==> src/rtl/cpu_module_ex_muldiv_pkg.sv <==
// Shared definitions for the EX-stage multiply/divide unit.
// Holds the MdOp encodings, the FSM state encoding and the iteration count
// of the radix-2 datapath.
package cpu_module_ex_muldiv_pkg;

  localparam int DATA_W  = 32;
  localparam int MD_ITER = 32;

  typedef enum logic [3:0] {
    MD_NONE  = 4'd0,
    MD_MULT  = 4'd1,
    MD_MULTU = 4'd2,
    MD_DIV   = 4'd3,
    MD_DIVU  = 4'd4,
    MD_MTHI  = 4'd5,
    MD_MTLO  = 4'd6,
    MD_MFHI  = 4'd7,
    MD_MFLO  = 4'd8
  } md_op_e;

  typedef enum logic [1:0] {
    ST_IDLE = 2'd0,
    ST_RUN  = 2'd1,
    ST_FIX  = 2'd2
  } md_state_e;

endpackage

==> src/rtl/cpu_module_ex_muldiv_md.sv <==
// cpu_module_md_core: iterative unsigned-magnitude multiply/divide datapath.
// One radix-2 shift-add (mult) or restoring shift-subtract (div) step per
// cycle while run is high; the sign-corrected result is valid once the last
// step has been taken.
// Ports:
//   clk, rst        clock, synchronous active-high reset
//   start           latch operands/flags and clear the step counter
//   run             take one step this cycle
//   is_div          1: divide (a = dividend, b = divisor), 0: multiply
//   neg_res         negate product / quotient
//   neg_rem         negate remainder
//   a_mag, b_mag    operand magnitudes
//   result          {HI, LO}: product, or {remainder, quotient}
//   done            high during the cycle that takes the final step
module cpu_module_md_core
  import cpu_module_ex_muldiv_pkg::*;
(
  input  logic        clk,
  input  logic        rst,
  input  logic        start,
  input  logic        run,
  input  logic        is_div,
  input  logic        neg_res,
  input  logic        neg_rem,
  input  logic [31:0] a_mag,
  input  logic [31:0] b_mag,
  output logic [63:0] result,
  output logic        done
);

  // work holds {acc, multiplier} for mult and {remainder, quotient} for div
  logic [63:0] work;
  logic [63:0] work_next;
  logic [31:0] opnd;
  logic [5:0]  count;
  logic        div_mode;
  logic        neg_res_q;
  logic        neg_rem_q;
  logic [32:0] add_sum;
  logic [32:0] rem_sh;
  logic [32:0] diff;

  always_comb begin
    add_sum = {1'b0, work[63:32]} + (work[0] ? {1'b0, opnd} : 33'd0);
    rem_sh  = {work[63:32], work[31]};
    // diff[32] set means the trial subtraction went negative: restore
    diff    = rem_sh - {1'b0, opnd};
    if (div_mode) begin
      if (diff[32]) work_next = {rem_sh[31:0], work[30:0], 1'b0};
      else          work_next = {diff[31:0], work[30:0], 1'b1};
    end else begin
      work_next = {add_sum, work[31:1]};
    end
  end

  always_ff @(posedge clk) begin
    if (rst) begin
      work      <= '0;
      opnd      <= '0;
      count     <= '0;
      div_mode  <= 1'b0;
      neg_res_q <= 1'b0;
      neg_rem_q <= 1'b0;
    end else if (start) begin
      work      <= {32'd0, (is_div ? a_mag : b_mag)};
      opnd      <= is_div ? b_mag : a_mag;
      count     <= '0;
      div_mode  <= is_div;
      neg_res_q <= neg_res;
      neg_rem_q <= neg_rem;
    end else if (run) begin
      work  <= work_next;
      count <= count + 6'd1;
    end
  end

  always_comb begin
    done = run && (count == 6'(MD_ITER - 1));
    if (div_mode) begin
      result = {(neg_rem_q ? -work[63:32] : work[63:32]),
                (neg_res_q ? -work[31:0]  : work[31:0])};
    end else begin
      result = neg_res_q ? -work : work;
    end
  end

endmodule

==> src/rtl/cpu_module_ex_muldiv.sv <==
// cpu_module_ex_muldiv: EX-stage MIPS-style HI/LO multiply/divide unit.
// IDLE -> RUN (32 steps) -> FIX (sign fix, HI/LO write) -> IDLE.
// Optional feature macro MDU_FAST_MULT_EN: MULT/MULTU complete in one cycle
// from IDLE; DIV/DIVU remain iterative.
// Ports:
//   clk, rst                clock, synchronous active-high reset
//   MdOp_ex                 op code (see md_op_e; 9..15 act as NONE)
//   RsData_ex, RtData_ex    forwarded operands
//   MdStall                 freeze request to the hazard unit
//   MdResult_ex             HI for MFHI, LO for MFLO, else 0
//   Hi, Lo                  architectural HI/LO registers
module cpu_module_ex_muldiv
  import cpu_module_ex_muldiv_pkg::*;
(
  input  logic        clk,
  input  logic        rst,
  input  logic [3:0]  MdOp_ex,
  input  logic [31:0] RsData_ex,
  input  logic [31:0] RtData_ex,
  output logic        MdStall,
  output logic [31:0] MdResult_ex,
  output logic [31:0] Hi,
  output logic [31:0] Lo
);

  md_state_e   state;
  md_state_e   state_next;
  logic        op_valid;
  logic        op_signed;
  logic        op_div;
  logic        op_iter;
  logic        start;
  logic        rs_neg;
  logic        rt_neg;
  logic        neg_res;
  logic [31:0] rs_mag;
  logic [31:0] rt_mag;
  logic [63:0] core_result;
  logic        core_done;

  always_comb begin
    op_valid  = (MdOp_ex != MD_NONE) && (MdOp_ex <= MD_MFLO);
    op_signed = (MdOp_ex == MD_MULT) || (MdOp_ex == MD_DIV);
    op_div    = (MdOp_ex == MD_DIV)  || (MdOp_ex == MD_DIVU);
`ifdef MDU_FAST_MULT_EN
    op_iter   = op_div;
`else
    op_iter   = op_div || (MdOp_ex == MD_MULT) || (MdOp_ex == MD_MULTU);
`endif
    start     = (state == ST_IDLE) && op_iter;
    rs_neg    = op_signed && RsData_ex[31];
    rt_neg    = op_signed && RtData_ex[31];
    rs_mag    = rs_neg ? -RsData_ex : RsData_ex;
    rt_mag    = rt_neg ? -RtData_ex : RtData_ex;
    // a zero divisor must leave the all-ones quotient unnegated
    neg_res   = (rs_neg ^ rt_neg) && !(op_div && (RtData_ex == 32'd0));
  end

  cpu_module_md_core u_core (
    .clk    (clk),
    .rst    (rst),
    .start  (start),
    .run    (state == ST_RUN),
    .is_div (op_div),
    .neg_res(neg_res),
    .neg_rem(rs_neg),
    .a_mag  (rs_mag),
    .b_mag  (rt_mag),
    .result (core_result),
    .done   (core_done)
  );

`ifdef MDU_FAST_MULT_EN
  logic [63:0] fast_prod;
  always_comb begin
    fast_prod = {{32{rs_neg}}, RsData_ex} * {{32{rt_neg}}, RtData_ex};
  end
`endif

  always_ff @(posedge clk) begin
    if (rst) state <= ST_IDLE;
    else     state <= state_next;
  end

  always_comb begin
    state_next = state;
    case (state)
      ST_IDLE: if (start)     state_next = ST_RUN;
      ST_RUN:  if (core_done) state_next = ST_FIX;
      ST_FIX:                 state_next = ST_IDLE;
      default:                state_next = ST_IDLE;
    endcase
  end

  always_ff @(posedge clk) begin
    if (rst) begin
      Hi <= '0;
      Lo <= '0;
    end else if (state == ST_FIX) begin
      {Hi, Lo} <= core_result;
    end else if (state == ST_IDLE) begin
      case (MdOp_ex)
        MD_MTHI: Hi <= RsData_ex;
        MD_MTLO: Lo <= RsData_ex;
`ifdef MDU_FAST_MULT_EN
        MD_MULT, MD_MULTU: {Hi, Lo} <= fast_prod;
`endif
        default: ;
      endcase
    end
  end

  always_comb begin
    MdStall     = (state != ST_IDLE) && op_valid;
    MdResult_ex = '0;
    if (state == ST_IDLE) begin
      if (MdOp_ex == MD_MFHI) MdResult_ex = Hi;
      if (MdOp_ex == MD_MFLO) MdResult_ex = Lo;
    end
  end

endmodule

==> config.mk <==
export PLATFORM = sky130hd
export DESIGN_NAME = cpu_module_ex_muldiv
export DESIGN_NICKNAME = d
export VERILOG_FILES = /design/src/rtl/cpu_module_ex_muldiv_pkg.sv /design/src/rtl/cpu_module_ex_muldiv_md.sv /design/src/rtl/cpu_module_ex_muldiv.sv
export SDC_FILE = /design/constraint.sdc
export NUM_CORES = 1
export LEC_CHECK = 0
export CAP_MARGIN = 20
export CORE_ASPECT_RATIO = 1.75
export CORE_MARGIN = 8
export CORE_UTILIZATION = 25
export DETAILED_ROUTE_END_ITERATION = 10
export MAX_ROUTING_LAYER = met4
export PLACE_DENSITY = 0.39
export REMOVE_ABC_BUFFERS = 1
export SLEW_MARGIN = 20
export SYNTH_ARGS = -nofsm -noshare
export SYNTH_HDL_FRONTEND = slang
export SYNTH_SLANG_ARGS = --single-unit
==> constraint.sdc <==
create_clock -name clk -period 3.6 [get_ports clk]
set_clock_uncertainty 0.2 [all_clocks]
set_input_delay 0.54 -clock clk [delete_from_list [all_inputs] [get_ports clk]]
set_output_delay 0.54 -clock clk [all_outputs]
set_load 0.02 [all_outputs]
==> flow_metrics.env <==
export IMPL_outcome="finished clean"
export IMPL_die_height_um=340.1
export IMPL_cell_count_post_placement=3171
export IMPL_final_instance_count_excl_fill=3214
export IMPL_fp_coreArea_um2=59850
export IMPL_whs_path_depth=2
export IMPL_tritoncts_clock_tree="yes"
export IMPL_timing_slew_headroom=0.4164
export IMPL_drt_iter0_markers=890
export IMPL_num_vias=16920
export IMPL_syn_to_final_growth_pct=36.04
export IMPL_hold_path_startpoint="u_core.opnd[10]"
export IMPL_drtPass1Iterations=5
export IMPL_worst_path_max_fanout=5
export IMPL_edff_count_synth=0
export IMPL_endpoint_kind="flop"
export IMPL_worst_hold_slack_across_all_endpoints_ns=0.2630
export IMPL_reg2reg_setup_slack_ns=0.12
export IMPL_report_final_setup_viol=0
export IMPL_power_density_nw_per_um2=359.1
export IMPL_final_layout_size_suffix_gt1_frac=0.1656
export IMPL_initial_core_util=0.2507
export IMPL_num_fill_cells=6473
export IMPL_worst_slew_pin_transition_ns=0.8754
export IMPL_die_area_um2=68440
export IMPL_finalWeightedCongestion=0.9471
export IMPL_layout_common_cells="sky130_fd_sc_hd__nor2_1, sky130_fd_sc_hd__buf_4, sky130_fd_sc_hd__nand2_1, sky130_fd_sc_hd__a21oi_1, sky130_fd_sc_hd__dfxtp_1"
export IMPL_portBuffers=166
export IMPL_seq_area_frac_synth=0.2281
export IMPL_layout_commonest_cell="sky130_fd_sc_hd__nor2_1"
export IMPL_clock_latency_ns=0.47
export IMPL_final_hold_viol_count=0
export IMPL_endpoint_worst_hold="u_core.opnd[10]"
export IMPL_cts_inserted_buffers=17
export IMPL_bufs_on_longest_clock_path=2
export IMPL_cts_clk_slew_worst_paths_ns=0.07
export IMPL_maximum_level_of_the_cts_h_tree=4
export IMPL_worstSetupPathType="reg2reg"
export IMPL_period_share=0.9675
export IMPL_syn_cell_area_um2=15010
export IMPL_design_final_nets=2555
export IMPL_post_cts_hold_buffer_count=0
export IMPL_finalSetupTns_ns=0
export IMPL_reg2regPathDepth=14
export IMPL_critical_path_reg2reg_startpoint="u_core.opnd[0]"
export IMPL_largest_net_degree_at_the_start_of_global_routing=94
export IMPL_antenna_left=0
export IMPL_antenna_found_initial=0
export IMPL_drv_slew=0
export IMPL_cts_root_buffer="sky130_fd_sc_hd__clkbuf_16"
export IMPL_grt_setup_unrepaired="yes"
export IMPL_peakVddDrop_mv=0.3401
export IMPL_power_leakage_nw=8.005
export IMPL_holdCritPathClass="reg2reg"
export IMPL_endpoint_arrival_time_on_the_critical_path_ns=3.60
export IMPL_first_global_vias=16970
export IMPL_synth_avg_cell_area_um2=7.191
export IMPL_vias_per_cell=5.264
export IMPL_wire_length_of_the_first_global_routing_pass_mm=112.5
export IMPL_wirelength_mm=77.02
export IMPL_asyncSetResetFlopFracSynth=0
export IMPL_worstSetupStartpointType="flop"
export IMPL_crit_reg2reg_capture="u_core.work[51]"
export IMPL_period_minus_slack_ns=3.483
export IMPL_row_count=119
export IMPL_crit_required_ns=3.72
export IMPL_leftover_overflow_at_the_end_of_global_routing=0
export IMPL_synth_main_ff_cell="sky130_fd_sc_hd__dfxtp_1"
export IMPL_yosysWarnings=0
export IMPL_number_of_instances_in_the_synthesized_netlist=2087
export IMPL_global_route_usage_total=0.2221
export IMPL_route_detailed_wl_per_inst_um=23.96
export IMPL_clkSinkCount=171
export IMPL_drv_cap=0
export IMPL_detailed_place_hpwl_mm=60.97
export IMPL_die_x_um=201.2
export IMPL_yosys_cell_types_count=77
export IMPL_yosys_register_bits=171
export IMPL_post_route_drc_count=0
export IMPL_achievable_frequency_mhz=287.1
export IMPL_top_level_ports=167
[power breakdown]
| part | total [W] | switching [W] | internal, W |
|---|---|---|---|
| Sequential | 0.00209 | 0.0000975 | 0.00199 |
| Combinational | 0.00300 | 0.00170 | 0.00130 |
| Clock | 0.00224 | 0.000971 | 0.00127 |
| Total | 0.00733 | 0.00277 | 0.00456 |
[area by class of cell]
type                            count  area [um2]  area share
Tap cell                          786       983.4     0.04817
Clock buffer                       18       439.2     0.02151
Timing Repair Buffer              458        4036      0.1977
Multi-Input combinational cell   1699       11040      0.5409
Clock inverter                     14       230.2     0.01128
Inverter                           67       251.5     0.01232
Antenna cell                        1       2.502   0.0001226
Sequential cell                   171        3431      0.1680
[per-layer routing]
layer  track usage  routed length (um)  vias to the layer above
li1              -                   -                     8214
met1        0.2380               30220                     8152
met2        0.4156               41290                      444
met3       0.02094                2410                      107
met4       0.08530                3099                        0
met5             -                   0                        -
[worst max-delay path by stage]
stage | from | end | slack (ns) | cells past startpoint
6_report | u_core.opnd[0] | u_core.work[51] | 0.12 | 14
5_1_grt | u_core.opnd[15] | u_core.work[51] | -0.04 | 15
4_1_cts | u_core.work[0] | u_core.work[59] | -0.001 | 16
3_5_place_dp | RsData_ex[8] | u_core.work[31] | -0.62 | 10
3_3_place_gp | RsData_ex[8] | u_core.work[31] | -0.62 | 10
2_1_floorplan | state[0] | u_core.work[41] | -5.09 | 6
[synth_stat cells (all sizes together), types with 7 or more instances]
master | number | area (um2)
nor2 | 286 | 1074
nand2 | 216 | 813.3
a21oi | 181 | 909.6
dfxtp | 171 | 3423
clkbuf | 128 | 480.5
o21ai | 112 | 575.6
xnor2 | 109 | 954.7
mux2i | 74 | 740.7
a211oi | 71 | 533.0
ha | 69 | 863.3
inv | 67 | 251.5
xor2 | 66 | 578.1
o211ai | 64 | 480.5
nand3 | 46 | 230.2
nor3 | 36 | 185.2
a22oi | 33 | 247.7
o31ai | 31 | 232.7
a31oi | 28 | 175.2
a21o | 26 | 195.2
buf | 22 | 96.34
nor4 | 21 | 137.6
o221ai | 17 | 148.9
or4 | 16 | 127.6
nand2b | 15 | 93.84
or3 | 14 | 87.58
o41ai | 13 | 113.9
and2 | 12 | 75.07
o21a | 11 | 82.58
nor2b | 10 | 62.56
or2 | 10 | 65.07
and3 | 9 | 56.30
mux2 | 8 | 90.09
nand4 | 8 | 50.05
o22ai | 8 | 50.05
a311oi | 7 | 61.31
[repair_timing]
action	CTS	global route
gates resized for setup	11	43
buffers inserted	0	9
gates cloned	0	2
endpoints found under the hold margin	0	0
pin swaps	2	19
endpoints found under the setup margin	23	29
[sequential cells by signal (all words and copies together) (netlist names)]
name / flops
u_core.work: 64
Hi: 32
Lo: 32
u_core.opnd: 32
u_core.count: 6
state: 2
u_core.div_mode: 1
u_core.neg_rem_q: 1
u_core.neg_res_q: 1
[critical path, stage by stage (launching register included)]
cell and delay, ns:
sky130_fd_sc_hd__dfxtp_2 0.33, sky130_fd_sc_hd__buf_4 0.14, sky130_fd_sc_hd__ha_4 0.17, sky130_fd_sc_hd__fa_2 0.39, sky130_fd_sc_hd__nand2b_4 0.17, sky130_fd_sc_hd__a21oi_4 0.16, sky130_fd_sc_hd__o211ai_1 0.13, sky130_fd_sc_hd__a21o_1 0.27
sky130_fd_sc_hd__a21o_1 0.23, sky130_fd_sc_hd__a311oi_4 0.31, sky130_fd_sc_hd__buf_6 0.19, sky130_fd_sc_hd__buf_12 0.14, sky130_fd_sc_hd__mux2_2 0.33, sky130_fd_sc_hd__o221ai_1 0.14, sky130_fd_sc_hd__a21oi_1 0.07
[kinds of logic after synthesis]
family                     after synthesis  share of synthesized area
and+or+nand+nor                        714                     0.2125
DFF                                    171                     0.2281
muxes                                   82                    0.05536
adders and majority gates               71                    0.06019
buffers and inverters                  217                    0.05519
AOI/OAI and AO/OA                      657                     0.2865
xor gates and xnor gates               175                     0.1021
[stage by stage]
stage,util,total power [W],area (um2),worst slack [ns]
floorplan,-,0.003655,14430,-5.093
global placement,0.3239,0.004936,19380,-0.6217
detailed placement,0.3239,0.004929,19380,-0.6155
CTS,0.3357,0.007202,20090,-0.001254
global route,0.3411,0.007672,20410,-0.03682
finish,0.3411,0.007332,20420,0.1170
Power figures use the tool's default switching activity.
